==> src/rtl/spi_master_ctrl_if.sv <==
// -----------------------------------------------------------------------------
// spi_master_ctrl_if
//   Bundles the request/response handshake and the SPI pins of
//   spi_master_ctrl.
//
//   Handshake: a request is taken on a rising clk edge when start=1 and
//   ready=1. slave_id and tx_data are sampled on that same edge. While
//   ready=0, start is ignored and nothing is queued. rx_valid and err are
//   single-cycle pulses, and no acknowledge is expected for them.
//
//   modport master : the controller itself (drives the SPI pins and the
//                    status/response signals).
//   modport slave  : everything around it (request logic plus the SPI slave
//                    that returns miso).
//
//   Signals
//     start     request strobe            slave_id  target slave index
//     tx_data   word to send              abort     cancel active transfer
//     ready     idle, request accepted    busy      transfer in progress
//     rx_data   last received word        rx_valid  rx_data updated (pulse)
//     err       request rejected (pulse)  sclk      SPI clock, idle low
//     mosi      master-out data           miso      slave-out data
//     ss        selected slave, N_SLAVES = none
// -----------------------------------------------------------------------------
interface spi_master_ctrl_if #(
   parameter int WIDTH    = 8,
   parameter int N_SLAVES = 4,
   parameter int SS_W     = $clog2(N_SLAVES + 1)
);
   logic             start;
   logic [SS_W-1:0]  slave_id;
   logic [WIDTH-1:0] tx_data;
   logic             abort;
   logic             ready;
   logic             busy;
   logic [WIDTH-1:0] rx_data;
   logic             rx_valid;
   logic             err;
   logic             sclk;
   logic             mosi;
   logic             miso;
   logic [SS_W-1:0]  ss;

   modport master (
      input  start, slave_id, tx_data, abort, miso,
      output ready, busy, rx_data, rx_valid, err, sclk, mosi, ss
   );

   modport slave (
      output start, slave_id, tx_data, abort, miso,
      input  ready, busy, rx_data, rx_valid, err, sclk, mosi, ss
   );
endinterface

==> src/rtl/spi_master_ctrl.sv <==
// -----------------------------------------------------------------------------
// spi_master_ctrl
//   SPI mode-0 bus master. Each accepted request runs one full-duplex,
//   MSB-first transfer of WIDTH bits to the slave picked by slave_id. sclk is
//   derived from clk by division: every half-period lasts CLK_DIV clk cycles.
//
//   Ports
//     clk        system clock
//     rst        synchronous, active-high reset
//     bus        spi_master_ctrl_if.master (handshake, status, SPI pins)
//     state_dbg  current FSM state (0 IDLE, 1 XFER, 2 HOLD)
//
//   Transfer timeline (E0 = edge that accepts start)
//     E0                       ss, mosi=tx[MSB], busy valid
//     E0+(2k+1)*CLK_DIV        k-th sclk rise
//     E0+(2k+2)*CLK_DIV        sclk fall, miso sampled, mosi advances
//     E0+2*WIDTH*CLK_DIV       last fall, enter HOLD (ss kept)
//     E0+(2*WIDTH+1)*CLK_DIV   ss released, rx_valid pulse, back to IDLE
//
//   Every output is a register.
// -----------------------------------------------------------------------------
module spi_master_ctrl #(
   parameter int WIDTH    = 8,
   parameter int N_SLAVES = 4,
   parameter int CLK_DIV  = 2,
   parameter int SS_W     = $clog2(N_SLAVES + 1)
) (
   input  logic                   clk,
   input  logic                   rst,
   spi_master_ctrl_if.master      bus,
   output logic [1:0]             state_dbg
);

   // The phase counter needs at least one bit, even when CLK_DIV=1.
   localparam int PH_W  = (CLK_DIV > 1) ? $clog2(CLK_DIV) : 1;
   localparam int BIT_W = $clog2(WIDTH);

   localparam logic [PH_W-1:0]  PH_LAST  = PH_W'(CLK_DIV - 1);
   localparam logic [BIT_W-1:0] BIT_LAST = BIT_W'(WIDTH - 1);
   localparam logic [SS_W-1:0]  SS_NONE  = SS_W'(N_SLAVES);

   typedef enum logic [1:0] {
      IDLE = 2'd0,
      XFER = 2'd1,
      HOLD = 2'd2
   } state_t;

   state_t           state;
   logic [PH_W-1:0]  ph_cnt;   // clk cycles spent in the current sclk phase
   logic [BIT_W-1:0] bit_cnt;  // index of the bit being transferred
   logic [WIDTH-1:0] tx_sh;    // MSB is always the bit currently on mosi
   logic [WIDTH-1:0] rx_sh;    // miso bits shift in at the LSB

   assign state_dbg = state;

   always_ff @(posedge clk) begin
      if (rst) begin
         state        <= IDLE;
         ph_cnt       <= '0;
         bit_cnt      <= '0;
         tx_sh        <= '0;
         rx_sh        <= '0;
         bus.sclk     <= 1'b0;
         bus.mosi     <= 1'b0;
         bus.ss       <= SS_NONE;
         bus.ready    <= 1'b1;
         bus.busy     <= 1'b0;
         bus.rx_data  <= '0;
         bus.rx_valid <= 1'b0;
         bus.err      <= 1'b0;
      end else begin
         // Both pulses last one cycle unless a branch below sets them again.
         bus.rx_valid <= 1'b0;
         bus.err      <= 1'b0;

         case (state)
            IDLE: begin
               // start wins over abort here, because abort has nothing to cancel.
               if (bus.start) begin
                  if (bus.slave_id < SS_NONE) begin
                     tx_sh     <= bus.tx_data;
                     rx_sh     <= '0;
                     bus.ss    <= bus.slave_id;
                     bus.mosi  <= bus.tx_data[WIDTH-1];
                     bus.sclk  <= 1'b0;
                     ph_cnt    <= '0;
                     bit_cnt   <= '0;
                     bus.ready <= 1'b0;
                     bus.busy  <= 1'b1;
                     state     <= XFER;
                  end else begin
                     // Out-of-range slave: the request is refused and the
                     // bus stays untouched.
                     bus.err <= 1'b1;
                  end
               end
            end

            XFER: begin
               if (bus.abort) begin
                  state     <= IDLE;
                  ph_cnt    <= '0;
                  bit_cnt   <= '0;
                  bus.sclk  <= 1'b0;
                  bus.mosi  <= 1'b0;
                  bus.ss    <= SS_NONE;
                  bus.ready <= 1'b1;
                  bus.busy  <= 1'b0;
               end else if (ph_cnt != PH_LAST) begin
                  ph_cnt <= ph_cnt + PH_W'(1);
               end else begin
                  ph_cnt <= '0;
                  if (!bus.sclk) begin
                     // Low phase done: rising edge, the slave samples mosi.
                     bus.sclk <= 1'b1;
                  end else begin
                     // High phase done: falling edge. Capture miso here,
                     // because the slave only changes it after this edge.
                     bus.sclk <= 1'b0;
                     rx_sh    <= {rx_sh[WIDTH-2:0], bus.miso};
                     if (bit_cnt == BIT_LAST) begin
                        // mosi keeps the last bit through HOLD.
                        state <= HOLD;
                     end else begin
                        bit_cnt  <= bit_cnt + BIT_W'(1);
                        tx_sh    <= {tx_sh[WIDTH-2:0], 1'b0};
                        bus.mosi <= tx_sh[WIDTH-2];
                     end
                  end
               end
            end

            HOLD: begin
               if (bus.abort) begin
                  state     <= IDLE;
                  ph_cnt    <= '0;
                  bit_cnt   <= '0;
                  bus.sclk  <= 1'b0;
                  bus.mosi  <= 1'b0;
                  bus.ss    <= SS_NONE;
                  bus.ready <= 1'b1;
                  bus.busy  <= 1'b0;
               end else if (ph_cnt != PH_LAST) begin
                  ph_cnt <= ph_cnt + PH_W'(1);
               end else begin
                  // ss stays asserted for one extra half-period after the last
                  // fall. The slave then has a full sclk-low interval before
                  // deselect.
                  state        <= IDLE;
                  ph_cnt       <= '0;
                  bit_cnt      <= '0;
                  bus.ss       <= SS_NONE;
                  bus.mosi     <= 1'b0;
                  bus.rx_data  <= rx_sh;
                  bus.rx_valid <= 1'b1;
                  bus.ready    <= 1'b1;
                  bus.busy     <= 1'b0;
               end
            end

            default: begin
               state     <= IDLE;
               ph_cnt    <= '0;
               bit_cnt   <= '0;
               bus.sclk  <= 1'b0;
               bus.mosi  <= 1'b0;
               bus.ss    <= SS_NONE;
               bus.ready <= 1'b1;
               bus.busy  <= 1'b0;
            end
         endcase
      end
   end

endmodule

==> src/flat_wrapper.sv <==
// flat-port wrapper written by rule: the top's interface ports become plain ports
module spi_master_ctrl_flat 
#(
   parameter int WIDTH    = 8,
   parameter int N_SLAVES = 4,
   parameter int CLK_DIV  = 2,
   parameter int SS_W     = $clog2(N_SLAVES + 1)
)
  (clk, rst, state_dbg, bus_start, bus_slave_id, bus_tx_data, bus_abort, bus_miso, bus_ready, bus_busy, bus_rx_data, bus_rx_valid, bus_err, bus_sclk, bus_mosi, bus_ss);
  spi_master_ctrl_if #(.WIDTH(WIDTH), .N_SLAVES(N_SLAVES), .SS_W(SS_W)) bus_i ();
  input  logic clk;
  input  logic rst;
  output logic [1:0] state_dbg;
  input wire logic [$bits(bus_i.start)-1:0] bus_start;
  input wire logic [$bits(bus_i.slave_id)-1:0] bus_slave_id;
  input wire logic [$bits(bus_i.tx_data)-1:0] bus_tx_data;
  input wire logic [$bits(bus_i.abort)-1:0] bus_abort;
  input wire logic [$bits(bus_i.miso)-1:0] bus_miso;
  output wire logic [$bits(bus_i.ready)-1:0] bus_ready;
  output wire logic [$bits(bus_i.busy)-1:0] bus_busy;
  output wire logic [$bits(bus_i.rx_data)-1:0] bus_rx_data;
  output wire logic [$bits(bus_i.rx_valid)-1:0] bus_rx_valid;
  output wire logic [$bits(bus_i.err)-1:0] bus_err;
  output wire logic [$bits(bus_i.sclk)-1:0] bus_sclk;
  output wire logic [$bits(bus_i.mosi)-1:0] bus_mosi;
  output wire logic [$bits(bus_i.ss)-1:0] bus_ss;
  assign bus_i.start = bus_start;
  assign bus_i.slave_id = bus_slave_id;
  assign bus_i.tx_data = bus_tx_data;
  assign bus_i.abort = bus_abort;
  assign bus_i.miso = bus_miso;
  assign bus_ready = bus_i.ready;
  assign bus_busy = bus_i.busy;
  assign bus_rx_data = bus_i.rx_data;
  assign bus_rx_valid = bus_i.rx_valid;
  assign bus_err = bus_i.err;
  assign bus_sclk = bus_i.sclk;
  assign bus_mosi = bus_i.mosi;
  assign bus_ss = bus_i.ss;
  spi_master_ctrl #(.WIDTH(WIDTH), .N_SLAVES(N_SLAVES), .CLK_DIV(CLK_DIV), .SS_W(SS_W)) u_core (.clk(clk), .rst(rst), .bus(bus_i), .state_dbg(state_dbg));
endmodule
==> config.mk <==
export PLATFORM = sky130hd
export DESIGN_NAME = spi_master_ctrl_flat
export DESIGN_NICKNAME = d
export VERILOG_FILES = /design/src/rtl/spi_master_ctrl_if.sv /design/src/rtl/spi_master_ctrl.sv /design/src/flat_wrapper.sv
export SDC_FILE = /design/constraint.sdc
export NUM_CORES = 1
export LEC_CHECK = 0
export ABC_AREA = 1
export ABC_CLOCK_PERIOD_IN_PS = 1700
export CAP_MARGIN = 20
export CORE_MARGIN = 2
export CORE_UTILIZATION = 51
export DETAILED_ROUTE_END_ITERATION = 7
export GPL_ROUTABILITY_DRIVEN = 0
export PLACE_DENSITY = 0.8
export SKIP_LAST_GASP = 1
export SLEW_MARGIN = 20
export SYNTH_ARGS = -nofsm -noshare
export SYNTH_HDL_FRONTEND = slang
export SYNTH_SLANG_ARGS = --single-unit
==> constraint.sdc <==
create_clock -name clk -period 1.7 [get_ports clk]
set_clock_uncertainty 0.1 [all_clocks]
set_input_delay 0.34 -clock clk [delete_from_list [all_inputs] [get_ports clk]]
set_output_delay 0.34 -clock clk [all_outputs]
set_load 0.05 [all_outputs]
==> flow_metrics.env, run 1 <==
export IMPL_async_flop_share_pct=0
export IMPL_dpl_worst_slack_ns=-0.0919
export IMPL_final_min_clock_period_ns=1.60
export IMPL_power_clock_fraction_pct=9.9
export IMPL_utilization_pct=70.8
export IMPL_max_h_tree_level=2
export IMPL_worst_slew_pin_transition_ns=0.370
export IMPL_netSwitchingFraction_pct=45.3
export IMPL_dpl_hpwl_um=2680
export IMPL_fraction_of_final_layout_cells_with_drive_strength_greater_than_1_pct=22.6
export IMPL_total_leakage_power_nw=1.05
export IMPL_worstSetupStartpoint="u_core.state_dbg[1]"
export IMPL_synth_ff_type="dfxtp_1"
export IMPL_yosysSeqAreaShare_pct=42.9
export IMPL_worstPathCellList="inv_2 > ha_1 > nand2_2 > nand2_1 > nand2_2 > nor2_4 > buf_12 > nand2_1 > nand2_1 > nor2_1"
export IMPL_synth_cells=249
export IMPL_fillers=294
export IMPL_area_growth_synth_to_final_pct=33.1
export IMPL_multi_input_area_sq_um=910
export IMPL_nets=323
export IMPL_final_setup_tns_ns=0
export IMPL_clock_sink_count=38
export IMPL_setup_viol_count_final=0
export IMPL_chipHeight_um=63.0
export IMPL_share_seq_of_total_power_pct=30.7
export IMPL_crit_path_top_delay_cell="dfxtp_4"
export IMPL_worstHoldPathType="register to register"
export IMPL_finalHoldViolCount=0
export IMPL_synthDominantCellAreaShare_pct=42.9
export IMPL_clock_insertion_delay_worst_skew_ns=0.34
export IMPL_postLayoutSetupSlackWorst_ns=0.105
export IMPL_global_route_wire_length_before_repair_um=6400
export IMPL_run_status="complete, no violations"
export IMPL_dpl_instance_area_sq_um=2270
export IMPL_synth_distinct_cells=24
export IMPL_cts_made_buffers=5
export IMPL_io_buffer_count=34
export IMPL_grt_util_met1_pct=26.2
export IMPL_peakVddDrop_uv=888
export IMPL_reg2reg_setup_slack_ns=0.10
export IMPL_number_of_inserted_diodes=0
export IMPL_switchingPower_mw=2.00
export IMPL_pwr_density_cell_nw_per_um2=1870
export IMPL_crit_required_ns=1.84
export IMPL_slew_limit_headroom_pct=75.1
export IMPL_ant_nets=0
export IMPL_timing_final_crit_share_pct=93.8
export IMPL_worstReg2RegEnd="u_core.rx_sh[7]"
export IMPL_number_of_max_cap_violations=0
export IMPL_routedWlPerCell_um=10.6
export IMPL_pin_count_of_the_biggest_net_entering_global_routing=28
export IMPL_grt_pass1_vias=1480
export IMPL_setup_worst_path_start_class="register"
export IMPL_worstSetupPathDepth=10
export IMPL_yosysWarnings=0
export IMPL_core_rowCount=21
export IMPL_highest_fanout_seen_on_the_critical_path=16
export IMPL_mapped_nets=271
export IMPL_timing_critical_path_to="u_core.rx_sh[7]"
export IMPL_report_final_slew_viol_count=0
export IMPL_cts_buffer_depth=2
export IMPL_timing_setup_critical_path_class="register to register"
export IMPL_clkTransAtPathRegs_ns=0.11
export IMPL_cp_num_buf_inv=2
export IMPL_ff2ff_path_depth=10
export IMPL_grt_busiest_layer="met2"
export IMPL_power_share_of_the_combinational_group_pct=59.4
export IMPL_syn_avg_cell_area_sq_um=7.13
export IMPL_die_width_um=63.0
export IMPL_final_cell_area_sq_um=2360
export IMPL_finish_cell_count_without_fillers=347
export IMPL_post_synth_top_count_cell="nand2_1"
export IMPL_cp_data_arrival_time_ns=1.74
export IMPL_layout_area_seq_sq_um=769
export IMPL_finalPower_mw=4.41
export IMPL_hold_ws_ns=0.374
export IMPL_route_detailed_drc=0
export IMPL_die_area_sq_um=3970
export IMPL_tritoncts="yes"
export IMPL_ys_top_cells_by_count="nand2_1 (77), nor2_1 (42), dfxtp_1 (38)"
export IMPL_grt_antenna_before_repair=0
export IMPL_timing_rr_start="u_core.state_dbg[1]"
export IMPL_clockRootBuffer="clkbuf_4"
export IMPL_core_region_area_sq_um=3340
export IMPL_cellInternalPower_mw=2.41
export IMPL_endpoint_class_of_the_critical_path="register"
export IMPL_floorplan_io_pins=35
export IMPL_drt_pass1_iterations=4
export IMPL_met3_usage_pct=5.59
export IMPL_synth_top_cells_by_area="dfxtp_1 (43%), nand2_1 (16%), nor2_1 (8.9%)"
export IMPL_yosys_area_top_type="dfxtp_1"
export IMPL_max_clock_freq_ghz=0.627
export IMPL_grtUsageMet2_pct=32.6
export IMPL_initial_core_util_pct=53.2
export IMPL_critical_path_top_delay_family="simple AND/OR/NAND/NOR gates"
export IMPL_totalWireLength_um=3680
export IMPL_dpl_cell_count=338
export IMPL_grt_ovfl_total=0
export IMPL_initialDrtViolationCount=93
export IMPL_synth_ff_latch_count=38
export IMPL_via_count=1640
export IMPL_post_drt_via_cell_ratio=4.73
export IMPL_critical_path_max_stage_delay_ns=0.36
export IMPL_synth_cell_area_sq_um=1770
export IMPL_critical_path_most_common_cell="nand2_1"
export IMPL_number_of_synthesized_flops_with_an_enable_pin=0
export IMPL_gr_usage_all_layers_pct=20.2
repair_timing:
action	in CTS	in global routing
setup buffers	0	2
hold buffers	0	0
setup endpoints to repair	0	14
resized for setup	0	10
power by group through the flow:
stage	Combinational, mW	Clock [mW]	Sequential (mW)
floorplan	1.46	0	1.67
finish	2.62	0.435	1.35
global route	2.92	0.494	1.39
detailed placement	2.48	0	1.38
CTS	2.50	0.449	1.36
global placement	2.44	0	1.37
worst min path at each step:
stage | depth (start not counted) | startpoint | endpoint
finish | 2 | u_core.bus.rx_data[2] | u_core.bus.rx_data[2]
global route | 2 | u_core.bus.rx_data[7] | u_core.bus.rx_data[7]
CTS | 2 | u_core.bus.rx_data[4] | u_core.bus.rx_data[4]
detailed placement | 2 | u_core.bus.rx_data[7] | u_core.bus.rx_data[7]
global placement | 2 | u_core.bus.rx_data[6] | u_core.bus.rx_data[6]
floorplan | 1 | rst | u_core.bus.rx_data[0]
placed cells by master, fill, tap and decap left out:
master / instances
clkdlybuf4s50_1: 15
buf_4: 31
a31oi_1: 1
ha_1: 3
o21ai_2: 1
ha_2: 3
nand2_4: 1
nand2_2: 6
nand3_1: 17
clkinv_1: 1
nor2_1: 42
clkbuf_4: 5
nor2_2: 1
o21ai_0: 6
inv_2: 4
nand2_1: 75
buf_12: 5
nor2_4: 3
clkinv_2: 2
nand4_1: 1
inv_1: 14
a21oi_1: 13
dfxtp_1: 35
o21bai_1: 1
buf_6: 2
nor3_1: 1
dfxtp_4: 2
dfxtp_2: 1
nand3b_1: 2
nand3_2: 1
mux2i_1: 6
cell families (layout without fill, tap and decap cells):
| logic type | count (synthesis) | count (layout) | synth area share, % |
|---|---|---|---|
| AO/OA/AOI/OAI | 22 | 22 | 6.63 |
| adder cells (fa/ha/maj) | 6 | 6 | 4.23 |
| buffers and inverters | 27 | 79 | 7.12 |
| flip-flops | 38 | 38 | 42.9 |
| multiplexers | 6 | 6 | 3.39 |
| AND/OR/NAND/NOR | 150 | 150 | 35.8 |
cell type report:
cell class / instances / area share (%)
clock inverters: 2 / 0.424
well taps: 46 / 2.44
multi-input cells: 184 / 38.5
repair buffers: 53 / 21.4
clock buffers: 5 / 1.59
flip-flops and latches: 38 / 32.6
inverters: 19 / 3.02
layer usage:
| layer | up-vias | routed length, um |
|---|---|---|
| li1 | 886 | - |
| met1 | 705 | 1800 |
| met2 | 45 | 1640 |
| met3 | 4 | 198 |
| met4 | 0 | 42 |
| met5 | - | 0 |
flip-flops by register name (all words and copies together) (netlist names), 2 cells and up:
name                cells
u_core.bit_cnt          3
u_core.bus.rx_data      8
u_core.bus.ss           3
u_core.tx_sh            7
u_core.state_dbg        2
u_core.rx_sh            8
worst register-to-register path: stages (launching register included):
cell and delay [ns]:
dfxtp_4 0.36, inv_2 0.07, ha_1 0.29, nand2_2 0.12, nand2_1 0.09, nand2_2 0.06
nor2_4 0.12, buf_12 0.14, nand2_1 0.06, nand2_1 0.05, nor2_1 0.04
No activity file was read; power rests on OpenSTA's default activity.
==> run 2, diff against run 1 <==
- CORE_UTILIZATION: 51 -> 61
- DONT_BUFFER_PORTS: default -> 1
- PLACE_DENSITY: 0.8 -> 0.78
- SKIP_CTS_REPAIR_TIMING: default -> 1
- SLEW_MARGIN: 20 -> default
==> run 2 against run 1 <==
Non-clock buffer count shrank 38; highest routed layer unchanged; hold slack lost 0.32 ns; global-route usage grew 2.9 points; cell count shrank 15%; largest power group unchanged; critical path type unchanged.
==> flow_metrics.env, run 2 (synthesis gave the netlist of run 1 again) <==
export IMPL_layout_top_registers="u_core.bus.rx_data x8, u_core.rx_sh x8, u_core.tx_sh x7"
export IMPL_crit_path_top_delay_cell="dfxtp_4"
export IMPL_cts_buffer_depth=2
export IMPL_highest_fanout_seen_on_the_critical_path=5
export IMPL_worstSetupPathDepth=8
export IMPL_initial_core_util_pct=64.3
export IMPL_peakVddDrop_uv=2010
export IMPL_tritoncts="yes"
export IMPL_worstPathCellList="inv_1 > ha_1 > nand2_1 > nor2_2 > nor2_4 > buf_4 > nand3b_1 > nand3_1"
export IMPL_totalWireLength_um=3590
export IMPL_number_of_max_cap_violations=0
export IMPL_report_final_slew_viol_count=0
export IMPL_finalHoldViolCount=0
export IMPL_setup_viol_count_final=0
export IMPL_routedWlPerCell_um=12.2
export IMPL_max_h_tree_level=2
export IMPL_share_seq_of_total_power_pct=36.1
export IMPL_endpoint_class_of_the_critical_path="register"
export IMPL_total_leakage_power_nw=0.887
export IMPL_dpl_instance_area_sq_um=1870
export IMPL_die_area_sq_um=3360
export IMPL_ff2ff_path_depth=8
export IMPL_slew_limit_headroom_pct=65.6
export IMPL_timing_final_crit_share_pct=93.4
export IMPL_crit_required_ns=1.82
export IMPL_route_detailed_drc=0
export IMPL_netSwitchingFraction_pct=44.3
export IMPL_core_region_area_sq_um=2760
export IMPL_chipHeight_um=57.9
export IMPL_grt_ovfl_total=0
export IMPL_critical_path_top_delay_family="simple AND/OR/NAND/NOR gates"
export IMPL_timing_rr_start="u_core.state_dbg[0]"
export IMPL_grt_antenna_before_repair=0
export IMPL_hold_ws_ns=0.0558
export IMPL_ant_nets=0
export IMPL_fillers=211
export IMPL_power_share_of_the_combinational_group_pct=47.7
export IMPL_finish_cell_count_without_fillers=295
export IMPL_final_cell_area_sq_um=2060
export IMPL_layout_common_cells="nand2_1 (76), nor2_1 (41), dfxtp_1 (35), nand3_1 (17)"
export IMPL_critical_path_max_stage_delay_ns=0.38
export IMPL_worst_slew_pin_transition_ns=0.515
export IMPL_power_clock_fraction_pct=16.2
export IMPL_via_count=1561
export IMPL_dpl_cell_count=284
export IMPL_cts_made_buffers=5
export IMPL_setup_worst_path_start_class="register"
export IMPL_cp_num_buf_inv=2
export IMPL_switchingPower_mw=1.98
export IMPL_timing_setup_critical_path_class="register to register"
export IMPL_max_clock_freq_ghz=0.630
export IMPL_io_buffer_count=0
export IMPL_nets=285
export IMPL_die_width_um=57.9
export IMPL_pin_count_of_the_biggest_net_entering_global_routing=28
export IMPL_clock_insertion_delay_worst_skew_ns=0.33
export IMPL_layout_commonest_cell="nand2_1"
export IMPL_clkTransAtPathRegs_ns=0.11
export IMPL_fraction_of_final_layout_cells_with_drive_strength_greater_than_1_pct=17.8
export IMPL_core_rowCount=19
export IMPL_finalPower_mw=4.47
export IMPL_dpl_hpwl_um=2450
export IMPL_multi_input_area_sq_um=940
export IMPL_postLayoutSetupSlackWorst_ns=0.113
export IMPL_clockRootBuffer="clkbuf_4"
export IMPL_worstReg2RegEnd="u_core.bus.ready"
export IMPL_global_route_wire_length_before_repair_um=5890
export IMPL_drt_pass1_iterations=4
export IMPL_cellInternalPower_mw=2.49
export IMPL_worstHoldPathType="primary input to register"
export IMPL_gr_usage_all_layers_pct=23.2
export IMPL_worstSetupStartpoint="u_core.state_dbg[0]"
export IMPL_area_growth_synth_to_final_pct=16.1
export IMPL_initialDrtViolationCount=128
export IMPL_cp_data_arrival_time_ns=1.71
export IMPL_clock_sink_count=38
export IMPL_hold_path_cell_count=2
export IMPL_final_min_clock_period_ns=1.59
export IMPL_number_of_inserted_diodes=0
export IMPL_post_drt_via_cell_ratio=5.29
export IMPL_pwr_density_cell_nw_per_um2=2170
export IMPL_grt_pass1_vias=1366
export IMPL_reg2reg_setup_slack_ns=0.11
export IMPL_layout_area_seq_sq_um=769
export IMPL_timing_critical_path_to="u_core.bus.ready"
export IMPL_run_status="complete, no violations"
export IMPL_floorplan_io_pins=35
export IMPL_dpl_worst_slack_ns=0.0550
[run 2: cell types whose count changed in the layout (fill, tap and decap cells not counted), sizes merged]
cell	previous run	this run
clkdlybuf4s50	15	0
clkinv	3	1
clkbuf	5	7
buf	38	14
dlygate4sd3	0	1
bufinv	0	1
[run 2: metrics by stage]
stage	setup TNS [ns]	utilization (%)
floorplan	0	-
global placement	0	67.7
detailed placement	0	67.7
CTS	-0.0124	71.6
global route	-0.106	74.7
finish	0	74.7
[run 2: layout make-up]
class / count / area share, %
Multi-Input combinational cell: 184 / 45.6
Sequential cell: 38 / 37.3
Clock buffer: 7 / 3.70
Tap cell: 31 / 1.88
Timing Repair Buffer: 15 / 6.56
Clock inverter: 1 / 1.46
Inverter: 19 / 3.46
[run 2: how the worst min path moves through the flow]
stage / from / endpoint / slack, ns
floorplan: rst / u_core.bus.rx_data[0] / 0.31
CTS: rst / u_core.bus.rx_data[5] / -0.06
global route: bus_slave_id[0] / u_core.bus.ss[0] / 0.03
finish: bus_slave_id[0] / u_core.bus.ss[0] / 0.06
global placement: rst / u_core.bus.rx_data[7] / 0.31
detailed placement: rst / u_core.bus.rx_data[6] / 0.31
[run 2: per-layer routing]
metal  wire length, um  part of all wire (%)  GRT usage, %
met5                 0                     0             0
met4                32                  0.89          7.64
met3               245                   6.8          9.38
met2              1640                    46          33.9
met1              1680                    47          31.1
[run 2: power groups by stage]
stage	logic (mW)	clock network [mW]	registers [mW]
final	2.14	0.724	1.62
after global routing	2.45	0.784	1.65
after CTS	1.95	0.742	1.60
after detailed placement	1.93	0	1.62
after global placement	1.91	0	1.61
after floorplan	1.46	0	1.67
==> run 3, diff against run 2 <==
- ABC_CLOCK_PERIOD_IN_PS: 1700 -> 1620
- clock period: 1.7 -> 1.62 ns (I/O delays scaled with it)
==> run 3 against run 2 <==
Cell area is 4.6% higher; maximum frequency is 2.9% higher; first-iteration DRC count fell by 6.3%; routed wire length rose by 2.5%; sequential share of layout area shrank 1.6 points; non-clock buffer count increased by 3; via count is 0.83% lower; flip-flop and latch count did not move; setup slack worse by 0.035 ns; global-route usage down 0.63 points; largest power group unchanged.
==> flow_metrics.env, run 3 (synthesis gave the netlist of run 1 again) <==
export IMPL_run_status="complete, no violations"
export IMPL_setup_worst_path_start_class="register"
export IMPL_worstPathCellList="buf_6 > ha_4 > inv_2 > nand2_2 > nand2_2 > nand2_2 > nor2_4 > buf_12 > nand2_1 > nand2_1 > nor2_1"
export IMPL_gr_usage_all_layers_pct=22.5
export IMPL_layout_commonest_cell="nand2_1"
export IMPL_clock_insertion_delay_worst_skew_ns=0.36
export IMPL_clockRootBuffer="clkbuf_4"
export IMPL_io_buffer_count=0
export IMPL_finish_cell_count_without_fillers=298
export IMPL_drt_pass1_iterations=4
export IMPL_grt_setup_unrepaired="yes"
export IMPL_initialDrtViolationCount=120
export IMPL_clock_sink_count=38
export IMPL_dpl_cell_count=284
export IMPL_post_drt_via_cell_ratio=5.19
export IMPL_route_detailed_drc=0
export IMPL_grt_antenna_before_repair=0
export IMPL_critical_path_most_common_cell="nand2_2"
export IMPL_max_clock_freq_ghz=0.649
export IMPL_grt_ovfl_total=0
export IMPL_reg2reg_setup_slack_ns=0.08
export IMPL_dpl_hpwl_um=2420
export IMPL_hold_path_cell_count=2
export IMPL_slew_limit_headroom_pct=65.1
export IMPL_totalWireLength_um=3680
export IMPL_worst_slew_pin_transition_ns=0.522
export IMPL_crit_path_top_delay_cell="dfxtp_4"
export IMPL_core_rowCount=19
export IMPL_via_count=1548
export IMPL_cp_data_arrival_time_ns=1.71
export IMPL_pwr_density_cell_nw_per_um2=2320
export IMPL_area_growth_synth_to_final_pct=21.5
export IMPL_peakVddDrop_uv=1760
export IMPL_report_final_slew_viol_count=0
export IMPL_cts_made_buffers=5
export IMPL_routedWlPerCell_um=12.3
export IMPL_die_area_sq_um=3360
export IMPL_total_leakage_power_nw=0.919
export IMPL_dpl_instance_area_sq_um=1890
export IMPL_crit_required_ns=1.79
export IMPL_grt_pass1_vias=1365
export IMPL_die_width_um=57.9
export IMPL_worstHoldPathType="primary input to register"
export IMPL_layout_top_registers="u_core.bus.rx_data x8, u_core.rx_sh x8, u_core.tx_sh x7"
export IMPL_nets=288
export IMPL_initial_core_util_pct=64.3
export IMPL_multi_input_area_sq_um=982
export IMPL_utilization_pct=78.2
export IMPL_core_region_area_sq_um=2760
export IMPL_clkTransAtPathRegs_ns=0.12
export IMPL_critical_path_max_stage_delay_ns=0.37
export IMPL_chipHeight_um=57.9
export IMPL_number_of_inserted_diodes=0
export IMPL_tritoncts="yes"
export IMPL_cp_num_buf_inv=3
export IMPL_ff2ff_path_depth=11
export IMPL_floorplan_io_pins=35
export IMPL_timing_setup_critical_path_class="register to register"
export IMPL_timing_final_crit_share_pct=95.2
export IMPL_highest_fanout_seen_on_the_critical_path=7
export IMPL_ant_nets=0
export IMPL_critical_path_top_delay_family="simple AND/OR/NAND/NOR gates"
export IMPL_layout_area_seq_sq_um=771
export IMPL_number_of_max_cap_violations=0
export IMPL_finalHoldViolCount=0
export IMPL_finalPower_mw=5.01
export IMPL_layout_common_cells="nand2_1 (69), nor2_1 (41), dfxtp_1 (34), nand3_1 (16)"
export IMPL_worstSetupPathDepth=11
export IMPL_fillers=208
export IMPL_final_min_clock_period_ns=1.54
export IMPL_global_route_wire_length_before_repair_um=5880
export IMPL_endpoint_class_of_the_critical_path="register"
export IMPL_cts_buffer_depth=2
export IMPL_setup_viol_count_final=0
export IMPL_fraction_of_final_layout_cells_with_drive_strength_greater_than_1_pct=22.5
export IMPL_max_h_tree_level=2
export IMPL_pin_count_of_the_biggest_net_entering_global_routing=17
export IMPL_final_cell_area_sq_um=2160
## run 3: path summary, 6_finish.rpt
| kind | start | endpoint |
|---|---|---|
| setup reg to reg | u_core.state_dbg[0] | u_core.tx_sh[1] |
| hold / removal | bus_slave_id[1] | u_core.bus.ss[1] |
| hold reg to reg | u_core.tx_sh[6] | u_core.tx_sh[6] |
| setup / recovery | u_core.state_dbg[0] | u_core.tx_sh[1] |
## run 3: cell type report
type	instances	area share, %
Sequential cell	38	35.8
Clock inverter	3	3.19
Multi-Input combinational cell	184	45.6
Clock buffer	5	1.74
Inverter	19	3.42
Timing Repair Buffer	18	8.53
Tap cell	31	1.80
## run 3: metrics by stage
stage               hold WS (ns)  worst slack [ns]  setup TNS (ns)
floorplan                  0.293           -0.0157         -0.0314
global placement           0.295            0.0417               0
detailed placement         0.296          -0.00659        -0.00659
CTS                      -0.0887           -0.0460          -0.150
global route              0.0102           -0.0203         -0.0966
finish                    0.0106            0.0784               0
## run 3: power by group
group          internal (mW)  switching, mW  leakage (nW)  total [mW]
Combinational           1.09           1.40         0.551        2.49
Clock                  0.483          0.344        0.0554       0.827
Sequential              1.24          0.454         0.313        1.70
## run 3: metal layers
layer	global-route usage (%)	wire length, um
met1	29.9	1730
met2	34.1	1680
met3	7.81	198
met4	7.97	77
met5	0	0
